**config.mk**
```make
export PLATFORM = sky130hd
export DESIGN_NAME = alut_age_checker15_flat
export DESIGN_NICKNAME = d
export VERILOG_FILES = /design/src/rtl/alut_age_checker15_if.sv /design/src/rtl/alut_age_checker15.sv /design/src/flat_wrapper.sv
export SDC_FILE = /design/constraint.sdc
export NUM_CORES = 1
export LEC_CHECK = 0
export ABC_AREA = 1
export CAP_MARGIN = 25
export CORE_MARGIN = 2
export CORE_UTILIZATION = 65
export CTS_CLUSTER_SIZE = 30
export DETAILED_ROUTE_END_ITERATION = 12
export DONT_BUFFER_PORTS = 1
export PLACE_DENSITY = 0.84
export SYNTH_ARGS = -nofsm -noshare
export SYNTH_HDL_FRONTEND = slang
export SYNTH_SLANG_ARGS = --single-unit
```
**constraint.sdc**
```tcl
create_clock -name pclk15 -period 7.87 [get_ports pclk15]
set_input_delay 1.574 -clock pclk15 [delete_from_list [all_inputs] [get_ports pclk15]]
set_output_delay 1.574 -clock pclk15 [all_outputs]
set_load 0.05 [all_outputs]
```
**src/rtl/alut_age_checker15_if.sv**
```systemverilog
// Signal bundle between the ALUT age checker, its register bank and the shared address memory.
// Protocol: there is no valid/ready pair here. `command` is a one-cycle pulse taken only when the
// checker is idle; mem_rd15 returns mem_rdata15 on the following cycle; mem_wr15 writes on the strobe edge.
interface alut_age_checker15_if #(parameter int AW15 = 8);
  logic [1:0]      command;
  logic [31:0]     best_bfr_age15;
  logic [31:0]     curr_time15;
  logic            add_check_active15;
  logic [AW15-1:0] mem_addr15;
  logic            mem_rd15;
  logic [82:0]     mem_rdata15;
  logic            mem_wr15;
  logic [82:0]     mem_wdata15;
  logic            age_check_active15;
  logic            inval_in_prog15;
  logic [47:0]     lst_inv_addr_cmd15;
  logic [1:0]      lst_inv_port_cmd15;
  logic [AW15:0]   inval_cnt15;
  logic [2:0]      state_dbg;

  modport slave (
    input  command, best_bfr_age15, curr_time15, add_check_active15, mem_rdata15,
    output mem_addr15, mem_rd15, mem_wr15, mem_wdata15, age_check_active15,
           inval_in_prog15, lst_inv_addr_cmd15, lst_inv_port_cmd15, inval_cnt15, state_dbg
  );

  modport master (
    output command, best_bfr_age15, curr_time15, add_check_active15, mem_rdata15,
    input  mem_addr15, mem_rd15, mem_wr15, mem_wdata15, age_check_active15,
           inval_in_prog15, lst_inv_addr_cmd15, lst_inv_port_cmd15, inval_cnt15, state_dbg
  );
endinterface

```
**src/rtl/alut_age_checker15.sv**
```systemverilog
// ALUT age checker: walks the address memory once per command and clears the valid bit of
// aged entries (command 01) or of every valid entry (command 10).
module alut_age_checker15 #(
  parameter int DEPTH15 = 256,
  parameter int AW15    = 8
) (
  input  logic                   pclk15,
  input  logic                   p_reset15,
  alut_age_checker15_if.slave    bus
);

  typedef enum logic [2:0] {
    S_IDLE  = 3'd0,
    S_WAIT  = 3'd1,
    S_READ  = 3'd2,
    S_CHECK = 3'd3,
    S_WRITE = 3'd4,
    S_DONE  = 3'd5
  } state_t;

  state_t          state_q, state_d;
  logic [AW15-1:0] idx_q;
  logic            mode_q;           // 1 = flush, 0 = age
  logic [AW15:0]   cnt_q;
  logic [AW15:0]   inval_cnt_q;
  logic [82:0]     entry_q;
  logic [47:0]     lst_addr_q;
  logic [1:0]      lst_port_q;
  logic            active_q;

  logic [31:0]     age;
  logic            hit;
  logic            last_idx;
  logic            cmd_go;

  always_comb begin
    // Unsigned modular subtraction makes a wrapped timestamp still yield the true age.
    age      = bus.curr_time15 - bus.mem_rdata15[31:0];
    hit      = bus.mem_rdata15[82] & (mode_q | (age > bus.best_bfr_age15));
    last_idx = (idx_q == AW15'(DEPTH15 - 1));
    cmd_go   = (bus.command == 2'b01) || (bus.command == 2'b10);

    state_d         = state_q;
    bus.mem_rd15    = 1'b0;
    bus.mem_wr15    = 1'b0;
    bus.mem_addr15  = '0;
    bus.mem_wdata15 = '0;

    case (state_q)
      S_IDLE: begin
        if (cmd_go) state_d = bus.add_check_active15 ? S_WAIT : S_READ;
      end
      S_WAIT: begin
        if (!bus.add_check_active15) state_d = S_READ;
      end
      S_READ: begin
        bus.mem_rd15   = 1'b1;
        bus.mem_addr15 = idx_q;
        state_d        = S_CHECK;
      end
      S_CHECK: begin
        if (hit)           state_d = S_WRITE;
        else if (last_idx) state_d = S_DONE;
        else               state_d = S_READ;
      end
      S_WRITE: begin
        bus.mem_wr15    = 1'b1;
        bus.mem_addr15  = idx_q;
        bus.mem_wdata15 = {1'b0, entry_q[81:0]};
        state_d         = last_idx ? S_DONE : S_READ;
      end
      S_DONE:  state_d = S_IDLE;
      default: state_d = S_IDLE;
    endcase
  end

  always_ff @(posedge pclk15) begin
    if (p_reset15) begin
      state_q     <= S_IDLE;
      idx_q       <= '0;
      mode_q      <= 1'b0;
      cnt_q       <= '0;
      inval_cnt_q <= '0;
      entry_q     <= '0;
      lst_addr_q  <= '0;
      lst_port_q  <= '0;
      active_q    <= 1'b0;
    end else begin
      state_q  <= state_d;
      // Registered from next state so the flag lines up exactly with READ/CHECK/WRITE.
      active_q <= (state_d == S_READ) || (state_d == S_CHECK) || (state_d == S_WRITE);
      case (state_q)
        S_IDLE: begin
          if (cmd_go) begin
            mode_q <= (bus.command == 2'b10);
            idx_q  <= '0;
            cnt_q  <= '0;
          end
        end
        S_CHECK: begin
          entry_q <= bus.mem_rdata15;
          if (hit) begin
            lst_addr_q <= bus.mem_rdata15[79:32];
            lst_port_q <= bus.mem_rdata15[81:80];
            cnt_q      <= cnt_q + (AW15+1)'(1);
          end else if (!last_idx) begin
            idx_q <= idx_q + AW15'(1);
          end
        end
        S_WRITE: begin
          if (!last_idx) idx_q <= idx_q + AW15'(1);
        end
        S_DONE:  inval_cnt_q <= cnt_q;
        default: ;
      endcase
    end
  end

  assign bus.age_check_active15 = active_q;
  assign bus.inval_in_prog15    = active_q;
  assign bus.lst_inv_addr_cmd15 = lst_addr_q;
  assign bus.lst_inv_port_cmd15 = lst_port_q;
  assign bus.inval_cnt15        = inval_cnt_q;
  assign bus.state_dbg          = state_q;

endmodule

```
**src/flat_wrapper.sv**
```systemverilog
// flat-port wrapper written by rule: the top's interface ports become plain ports
module alut_age_checker15_flat 
#(
  parameter int DEPTH15 = 256,
  parameter int AW15    = 8
)
  (pclk15, p_reset15, bus_command, bus_best_bfr_age15, bus_curr_time15, bus_add_check_active15, bus_mem_rdata15, bus_mem_addr15, bus_mem_rd15, bus_mem_wr15, bus_mem_wdata15, bus_age_check_active15, bus_inval_in_prog15, bus_lst_inv_addr_cmd15, bus_lst_inv_port_cmd15, bus_inval_cnt15, bus_state_dbg);
  alut_age_checker15_if #(.AW15(AW15)) bus_i ();
  input  logic pclk15;
  input  logic p_reset15;
  input wire logic [$bits(bus_i.command)-1:0] bus_command;
  input wire logic [$bits(bus_i.best_bfr_age15)-1:0] bus_best_bfr_age15;
  input wire logic [$bits(bus_i.curr_time15)-1:0] bus_curr_time15;
  input wire logic [$bits(bus_i.add_check_active15)-1:0] bus_add_check_active15;
  input wire logic [$bits(bus_i.mem_rdata15)-1:0] bus_mem_rdata15;
  output wire logic [$bits(bus_i.mem_addr15)-1:0] bus_mem_addr15;
  output wire logic [$bits(bus_i.mem_rd15)-1:0] bus_mem_rd15;
  output wire logic [$bits(bus_i.mem_wr15)-1:0] bus_mem_wr15;
  output wire logic [$bits(bus_i.mem_wdata15)-1:0] bus_mem_wdata15;
  output wire logic [$bits(bus_i.age_check_active15)-1:0] bus_age_check_active15;
  output wire logic [$bits(bus_i.inval_in_prog15)-1:0] bus_inval_in_prog15;
  output wire logic [$bits(bus_i.lst_inv_addr_cmd15)-1:0] bus_lst_inv_addr_cmd15;
  output wire logic [$bits(bus_i.lst_inv_port_cmd15)-1:0] bus_lst_inv_port_cmd15;
  output wire logic [$bits(bus_i.inval_cnt15)-1:0] bus_inval_cnt15;
  output wire logic [$bits(bus_i.state_dbg)-1:0] bus_state_dbg;
  assign bus_i.command = bus_command;
  assign bus_i.best_bfr_age15 = bus_best_bfr_age15;
  assign bus_i.curr_time15 = bus_curr_time15;
  assign bus_i.add_check_active15 = bus_add_check_active15;
  assign bus_i.mem_rdata15 = bus_mem_rdata15;
  assign bus_mem_addr15 = bus_i.mem_addr15;
  assign bus_mem_rd15 = bus_i.mem_rd15;
  assign bus_mem_wr15 = bus_i.mem_wr15;
  assign bus_mem_wdata15 = bus_i.mem_wdata15;
  assign bus_age_check_active15 = bus_i.age_check_active15;
  assign bus_inval_in_prog15 = bus_i.inval_in_prog15;
  assign bus_lst_inv_addr_cmd15 = bus_i.lst_inv_addr_cmd15;
  assign bus_lst_inv_port_cmd15 = bus_i.lst_inv_port_cmd15;
  assign bus_inval_cnt15 = bus_i.inval_cnt15;
  assign bus_state_dbg = bus_i.state_dbg;
  alut_age_checker15 #(.DEPTH15(DEPTH15), .AW15(AW15)) u_core (.pclk15(pclk15), .p_reset15(p_reset15), .bus(bus_i));
endmodule
```
==> impl_metrics.json, run 1 <==
{
  "critPathArrivalTime_ns": 5.83,
  "nFillCells": 1155,
  "vias_per_cell": 5.579,
  "hpwl_um": 16910,
  "synth_edf_count": 0,
  "cp-end-kind": "flop",
  "clkSinkCount": 163,
  "yosysTopAreaCell": "dfxtp_1",
  "ctsHoldBuffers": 0,
  "grt_pass1_vias": 7492,
  "numPortBuffers": 0,
  "cts_buffers": 17,
  "required_ns": 8.16,
  "dieArea_um2": 15090,
  "gr-total-overflow": 0,
  "clock_skew_ns": 0.009266,
  "place.gp.congestion": 0.9667,
  "synth_area_um2": 9180,
  "powerDensity_nw_per_um2": 234.0,
  "cap_viol_max_count": 0,
  "synth_area_leaders": "dfxtp_1 36%, a21oi_1 11%, inv_1 11%, ha_1 9.0%, o21ai_0 8.8%",
  "rows": 43,
  "finalCritPeriodShare": 0.7031,
  "initial_core_util": 0.6639,
  "clk_pin_slew_ns": 0.07,
  "tightest_slew_ns": 0.9945,
  "routed_wl_um": 22860,
  "post_drt_wl_per_cell_um": 15.26,
  "drive_gt1_frac": 0.03945,
  "regArea_um2": 3263,
  "seq_area_frac_synth": 0.3555,
  "worst_hold_path_type": "reg2reg",
  "crit_top_cell": "nand2_1",
  "area_growth_pct": 6.665,
  "peakVddDrop_uv": 127.7,
  "core_area_um2": 13830,
  "die_x_um": 122.8,
  "synthCells": 1341,
  "synth_ff_type": "dfxtp_1",
  "post-cts-setup-buffers": 0,
  "antenna_found_initial": 0,
  "clkLatencyLatePin_ns": 0.43,
  "min_period_ns": 5.533,
  "cts_tree": "yes",
  "postSynthAreaPerCell_um2": 6.846,
  "finalPower_w": 0.002292,
  "die_height_um": 122.8,
  "rsz0062_at_grt": "false",
  "relSlewSlack": 0.3361,
  "placed_cells": 1466,
  "ys_seq_elements": 163,
  "final-max-slew-violation-count": 0,
  "grt.busiest_layer": "met2",
  "cp_max_fo": 62,
  "use_met1": 0.3160,
  "vias": 8357,
  "status": "complete, no violations",
  "postSynth.asyncResetShare": 0,
  "setup_viol": 0,
  "grt_pass1_wl_um": 34710,
  "met2_usage": 0.5117,
  "slowest_delay_ns": 0.47,
  "drtPass1Iterations": 5,
  "crit_slowest_cell": "buf_4",
  "whs_ns": 0.4519,
  "ys_types": 38,
  "track_usage": 0.2886,
  "final_cells": 1498,
  "cts_root_buf": "clkbuf_16",
  "clockBufferDepth": 2,
  "h-tree-depth": 4,
  "drc": 0,
  "final_nets": 1524,
  "multi_input_area_um2": 4679,
  "ant_nets": 0,
  "antenna_cells": 0,
  "drt_iter0_drc": 483,
  "p_leak_nw": 4.082,
  "ctsResizeCount": 0,
  "met3_usage": 0.09526,
  "fin_setup_tns_ns": 0,
  "finalHoldViolations": 0,
  "synth_nets": 1560,
  "grt_max_degree": 105,
  "yosys_warnings": 0,
  "fmax_mhz": 180.7,
  "final_util": 0.7082,
  "start_kind": "input port",
  "setup.worst_path.class": "in2reg",
  "netlist.area_leader.share": 0.3555,
  "ios": 309
}
==> kinds of logic (layout without fill, tap and decap cells) <==
| logic type | count (synthesis) | in the layout | share of synthesized area |
|---|---|---|---|
| adders and majority gates | 67 | 67 | 0.09214 |
| buffers and inverters | 323 | 300 | 0.1367 |
| and+or+nand+nor | 366 | 366 | 0.1656 |
| xor gates and xnor gates | 34 | 34 | 0.03244 |
| AOI/OAI and AO/OA | 387 | 387 | 0.2173 |
| DFF | 163 | 163 | 0.3555 |
| other | 1 | 1 | 0.0004085 |
==> per-stage QoR <==
stage	worst slack, ns	area, um2
6_report	2.337	9792
5_1_grt	1.798	9792
4_1_cts	2.360	9792
3_5_place_dp	1.942	9194
3_3_place_gp	2.104	9194
2_1_floorplan	3.177	9180
==> cell usage after synthesis (all sizes together) (2+ instances only) <==
cell    number
inv        263
nor3        14
a21o         5
a21boi       4
nand4       13
ha          66
clkbuf      46
xor2        21
nor4         5
nand3b       3
nand3       33
o21bai       3
o21a         2
dfxtp      163
xnor2       13
o211ai       3
buf         14
nor2       148
a21oi      207
o21ai      163
nand2      148
==> layout make-up <==
cell class / count / area share
Sequential cell: 163 / 0.3332
Clock inverter: 15 / 0.01763
Inverter: 263 / 0.1009
Multi-Input combinational cell: 855 / 0.4779
Clock buffer: 17 / 0.04344
Timing Repair Buffer: 5 / 0.003833
Tap cell: 180 / 0.02300
==> final timing paths <==
check                               start                                end  slack [ns]  cells after the start
setup reg to reg  u_core.bus.state_dbg[0]  u_core.bus.lst_inv_addr_cmd15[24]        4.45                      6
hold reg to reg        u_core.entry_q[48]                 u_core.entry_q[48]        0.45                      2
hold / removal         u_core.entry_q[48]                 u_core.entry_q[48]        0.45                      2
setup / recovery       bus_curr_time15[0]  u_core.bus.lst_inv_addr_cmd15[24]        2.34                     28
==> critical path, delay by kind of cell <==
family / cells / cell delay (ns)
AO/OA/AOI/OAI: 4 / 0.67
adder cells (fa/ha/maj): 3 / 0.79
buffers and inverters: 3 / 0.55
AND/OR/NAND/NOR: 18 / 2.23
==> power breakdown <==
part	internal (W)	switching [W]	total, W
sequential	0.000886	0.0000752	0.000962
combinational	0.000164	0.000324	0.000488
clock	0.000478	0.000364	0.000842
==> flip-flops by register name, summed over array words and instances (netlist names) <==
signal	count
u_core.bus.age_check_active15	1
u_core.bus.inval_cnt15	9
u_core.bus.lst_inv_addr_cmd15	48
u_core.bus.lst_inv_port_cmd15	2
u_core.bus.state_dbg	3
u_core.cnt_q	9
u_core.entry_q	82
u_core.idx_q	8
u_core.mode_q	1
==> layer usage <==
layer  vias to the layer above  routed length [um]  share of wire
met4                         0                 542          0.024
li1                       4228                   -              -
met2                       319               11320           0.50
met5                         -                   0              0
met1                      3768                8685           0.38
met3                        42                2305           0.10
==> cell usage in the layout, fill, tap and decap left out, types with 2 or more instances in the layout <==
cell type and n:
inv_1 260, a21oi_1 205, dfxtp_1 163, o21ai_0 161, nor2_1 147, nand2_1 146
ha_1 66, nand3_1 30, xor2_1 21, clkbuf_16 17, nor3_1 13, xnor2_1 13
nand4_1 13, nor4_1 5, a21o_1 5, buf_4 5, clkinv_2 4, inv_8 4
clkinv_4 4, o211ai_1 3, nand3b_1 3, a21oi_2 2, o21bai_2 2, a21boi_0 2
a21boi_1 2, o21ai_1 2, inv_2 2, nand3_4 2, o21a_1 2, nand2_2 2
bufinv_16 2, inv_6 2
(Power assumes the default switching activity.)
==> run 2: changes to the inputs <==
- CORE_UTILIZATION: 65 -> 58
- PLACE_DENSITY: 0.84 -> 0.79
- clock period: 7.87 -> 4.8 ns (I/O delays scaled with it)
==> impl_metrics.json, run 2 (same netlist as run 1, synthesis figures left out) <==
{
  "drtPass1Iterations": 5,
  "worst_hold_path_type": "reg2reg",
  "dpl_cell_area_um2": 9868,
  "cp_cell_sequence": "inv_1, ha_1, nand2_1, nor4_1, nand3b_1, nand3_1, nand2_1, o211ai_1, nand2_1, nand2_1, xor2_1, ha_1, a21oi_1, o21a_1, nand2_1, a21oi_1, nand2_1, nand2_1, nand2_2, nand3_4, buf_4, nand4_1, nand2_1, nor2_1",
  "die_height_um": 129.8,
  "crit_top_cell": "nand2_1",
  "cap_viol_max_count": 0,
  "numPortBuffers": 0,
  "ctsHoldBuffers": 0,
  "place.gp.congestion": 0.9102,
  "hpwl_um": 17520,
  "grt_pass1_vias": 7848,
  "grt_pass1_wl_um": 36580,
  "crit_slowest_cell": "nor4_1",
  "finalHoldViolations": 0,
  "start_kind": "input port",
  "clk_pin_slew_ns": 0.07,
  "layout_common_cells": "260 x inv_1, 205 x a21oi_1, 163 x dfxtp_1",
  "ios": 309,
  "p_leak_nw": 4.519,
  "vias": 8608,
  "clock_skew_ns": 0.009484,
  "gr-total-overflow": 0,
  "rows": 45,
  "relSlewSlack": 0.3657,
  "dieArea_um2": 16850,
  "track_usage": 0.2697,
  "drc": 0,
  "fmax_mhz": 226.5,
  "design_area_um2": 10470,
  "critPathArrivalTime_ns": 4.74,
  "final_nets": 1602,
  "routed_wl_um": 23580,
  "final-max-slew-violation-count": 0,
  "slowest_delay_ns": 0.52,
  "rsz0062_at_grt": "false",
  "grt_max_degree": 135,
  "layout_commonest_cell": "inv_1",
  "cp_max_fo": 20,
  "required_ns": 5.13,
  "setup_viol": 0,
  "drive_gt1_frac": 0.09312,
  "post-cts-setup-buffers": 0,
  "min_period_ns": 4.414,
  "peakVddDrop_uv": 226.4,
  "antenna_cells": 0,
  "ctsResizeCount": 0,
  "powerDensity_nw_per_um2": 360.4,
  "cts_root_buf": "clkbuf_16",
  "antenna_found_initial": 0,
  "core_area_um2": 15310,
  "area_growth_pct": 14.04,
  "timing.rr.start": "u_core.bus.state_dbg[0]",
  "drt_iter0_drc": 505,
  "placed_cells": 1575,
  "crit_start": "bus_mem_rdata15[20]",
  "final_cells": 1607,
  "nFillCells": 1292,
  "finalCritPeriodShare": 0.9196,
  "clkSinkCount": 163,
  "cp-end-kind": "flop",
  "top_register": "u_core.entry_q",
  "worst_slack_ns": 0.3859,
  "initial_core_util": 0.5994,
  "r2r_cells": 11,
  "clkLatencyLatePin_ns": 0.43,
  "post_drt_wl_per_cell_um": 14.67,
  "hold_depth": 2,
  "final_util": 0.6836,
  "hp-start": "u_core.entry_q[61]",
  "pre_cts_slack_ns": -0.03703,
  "h-tree-depth": 4,
  "tightest_slew_ns": 0.9479,
  "largest_reg_flops": 82,
  "die_x_um": 129.8,
  "cts_buffers": 17,
  "vias_per_cell": 5.357,
  "cts_tree": "yes",
  "ant_nets": 0,
  "status": "complete, no violations",
  "fin_setup_tns_ns": 0,
  "clockBufferDepth": 2,
  "setup.worst_path.class": "in2reg"
}
run 2: critical path, delay by kind of cell:
kind                     cells  cell delay, ns
adder cells (fa/ha/maj)      2            0.64
AND/OR/NAND/NOR             15            2.01
buffers and inverters        2            0.28
XOR/XNOR                     1            0.20
AO/OA/AOI/OAI                4            0.64
run 2: layout make-up:
| cell class | count | area (um2) | area share |
|---|---|---|---|
| Timing Repair Buffer | 83 | 673.1 | 0.06430 |
| Tap cell | 211 | 264.0 | 0.02522 |
| Inverter | 263 | 988.4 | 0.09442 |
| Clock buffer | 18 | 439.2 | 0.04195 |
| Multi-Input combinational cell | 855 | 4679 | 0.4470 |
| Sequential cell | 163 | 3263 | 0.3117 |
| Clock inverter | 14 | 161.4 | 0.01542 |
run 2: worst paths after layout:
path / end / slack, ns
setup / recovery: u_core.idx_q[4] / 0.39
hold / removal: u_core.entry_q[61] / 0.45
setup reg to reg: u_core.idx_q[0] / 1.63
hold reg to reg: u_core.entry_q[61] / 0.45
run 2: layer usage:
layer | global-route usage | share of wire | up-vias
li1 | - | - | 4370
met5 | 0 | 0 | -
met1 | 0.3094 | 0.39 | 3844
met4 | 0.1120 | 0.030 | 0
met3 | 0.07954 | 0.092 | 50
met2 | 0.4697 | 0.49 | 344
run 2: per-stage QoR:
stage,hold WS [ns],power (W)
floorplan,0.4300,0.002239
global placement,0.4384,0.002385
detailed placement,0.4441,0.002407
CTS,0.4548,0.003789
global route,0.4728,0.003989
finish,0.4511,0.003773
run 2: report_power, final:
group,switching [W],internal (W),total (W)
Clock,0.000624,0.000759,0.00138
Sequential,0.000110,0.00145,0.00156
Combinational,0.000548,0.000281,0.000828
Total,0.00128,0.00249,0.00377
==> run 3: changes to the inputs <==
- CORE_UTILIZATION: 58 -> 42
- DONT_BUFFER_PORTS: 1 -> default
- HOLD_SLACK_MARGIN: default -> 0.02
- PLACE_DENSITY: 0.79 -> 0.81
- RECOVER_POWER: default -> 50
==> impl_metrics.json, run 3 (same netlist as run 1, synthesis figures left out) <==
{
  "final-max-slew-violation-count": 0,
  "grt_max_degree": 123,
  "clk_pin_slew_ns": 0.07,
  "finalCritPeriodShare": 0.9607,
  "cts_tree": "yes",
  "h-tree-depth": 4,
  "die_height_um": 151.8,
  "r2r_slack_ns": 2.23,
  "clkLatencyLatePin_ns": 0.43,
  "crit_slowest_cell": "clkdlybuf4s50_1",
  "clockBufferDepth": 2,
  "drive_gt1_frac": 0.09193,
  "r2r_cells": 11,
  "place.gp.congestion": 0.9499,
  "initial_core_util": 0.4246,
  "track_usage": 0.2354,
  "required_ns": 5.08,
  "pre_cts_slack_ns": -0.4186,
  "fin_setup_tns_ns": 0,
  "final_nets": 1903,
  "critPathArrivalTime_ns": 4.89,
  "whs_ns": 0.4404,
  "ant_nets": 0,
  "largest_reg_flops": 82,
  "p_leak_nw": 5.818,
  "cap_viol_max_count": 0,
  "clkSinkCount": 163,
  "vias_per_cell": 4.999,
  "drc": 0,
  "start_kind": "input port",
  "relSlewSlack": 0.3954,
  "min_period_ns": 4.611,
  "dieArea_um2": 23060,
  "worst_slack_ns": 0.1886,
  "powerDensity_nw_per_um2": 292.6,
  "grt_pass1_vias": 9472,
  "tightest_slew_ns": 0.9069,
  "hold_depth": 2,
  "ios": 309,
  "antenna_found_initial": 0,
  "fmax_mhz": 216.9,
  "design_area_um2": 13810,
  "finalHoldViolations": 0,
  "peakVddDrop_uv": 210.4,
  "drt_iter0_drc": 593,
  "grt_pass1_wl_um": 45240,
  "cp_cell_sequence": "clkdlybuf4s50_1, inv_1, ha_1, a21oi_1, o21ai_1, a21oi_1, nand3_2, nand2_1, o211ai_1, xor2_1, ha_1, nand4_1, nor3_4, and2b_1, nand2_1, nand2_1, nand2_2, nand2_2, nand3_4, buf_6, buf_4, nand4_1, a21oi_1",
  "cts_root_buf": "clkbuf_16",
  "hpwl_um": 21400,
  "gr-total-overflow": 0,
  "crit_start": "bus_mem_rdata15[18]",
  "setup.worst_path.class": "in2reg",
  "cp_max_fo": 7,
  "layout_common_cells": "260 x inv_1, 243 x clkdlybuf4s50_1, 199 x a21oi_1",
  "cts_buffers": 17,
  "numPortBuffers": 307,
  "setup_viol": 0,
  "placed_cells": 1938,
  "cp-end-kind": "flop",
  "routed_wl_um": 28710,
  "antenna_cells": 0,
  "worst_hold_path_type": "reg2reg",
  "slowest_delay_ns": 0.49,
  "top_register": "u_core.entry_q",
  "ctsHoldBuffers": 0,
  "drtPass1Iterations": 5,
  "hp-start": "u_core.bus.lst_inv_addr_cmd15[19]",
  "worstHoldEndpoint": "u_core.bus.lst_inv_addr_cmd15[19]",
  "timing.rr.start": "u_core.bus.state_dbg[0]",
  "clock_skew_ns": 0.01933,
  "dpl_cell_area_um2": 12910,
  "final_cells": 1977,
  "layout_commonest_cell": "inv_1",
  "core_area_um2": 21620,
  "status": "complete, no violations",
  "area_growth_pct": 50.44,
  "post_drt_wl_per_cell_um": 14.52,
  "vias": 9883,
  "die_x_um": 151.8,
  "r2r_end": "u_core.idx_q[1]",
  "rows": 54
}
run 3: cell types whose count changed in the layout (fill, tap and decap cells not counted), sizes merged, moves of 2 or more:
| cell | delta |
|---|---|
| buf | -9 |
| clkbuf | +2 |
| clkdlybuf4s50 | +243 |
| clkinv | +2 |
| clkinvlp | +2 |
| dlygate4sd3 | +64 |
| inv | -3 |
run 3: routing by layer:
metal / vias to the layer above / GRT usage / routed length (um)
li1: 4976 / - / -
met1: 4480 / 0.2885 / 12170
met2: 364 / 0.4123 / 14110
met3: 63 / 0.03765 / 1576
met4: 0 / 0.09479 / 853
met5: - / 0 / 0
run 3: per-stage QoR:
stage,power [W],utilization
floorplan,0.002239,-
detailed placement,0.002674,0.5972
global route,0.004257,0.6388
finish,0.004041,0.6388
global placement,0.002645,0.5972
CTS,0.004013,0.6236
run 3: critical path: cells and delay by family:
kind	cells	cell delay, ns
fa+ha+maj	2	0.69
compound gates	5	0.81
simple gates	11	1.36
xor+xnor	1	0.19
buf+inv	4	0.87
run 3: area by class of cell:
type | count | area (um2)
Inverter | 263 | 988.4
Sequential cell | 163 | 3263
Multi-Input combinational cell | 856 | 4891
Clock buffer | 18 | 429.2
Fill cell | 1846 | 7810
Tap cell | 280 | 350.3
Clock inverter | 14 | 141.4
Timing Repair Buffer | 383 | 3747
run 3: worst max path at each step:
stage                                        to  cells past startpoint
2_1_floorplan                 bus_mem_addr15[0]                      4
3_3_place_gp                    u_core.idx_q[6]                     27
3_5_place_dp                    u_core.idx_q[6]                     28
4_1_cts                         u_core.idx_q[4]                     27
5_1_grt        u_core.bus.lst_inv_addr_cmd15[4]                     24
6_report                        u_core.idx_q[5]                     23
run 3: power by group:
group / internal [W] / switching (W) / total [W]
Combinational: 0.000502 / 0.000708 / 0.00121
Sequential: 0.00145 / 0.0000426 / 0.00150
Clock: 0.000690 / 0.000646 / 0.00134
run 3: repair_timing:
action                     CTS  global route
buffers inserted             0             3
resized for setup            0            52
setup endpoints to repair    0            71
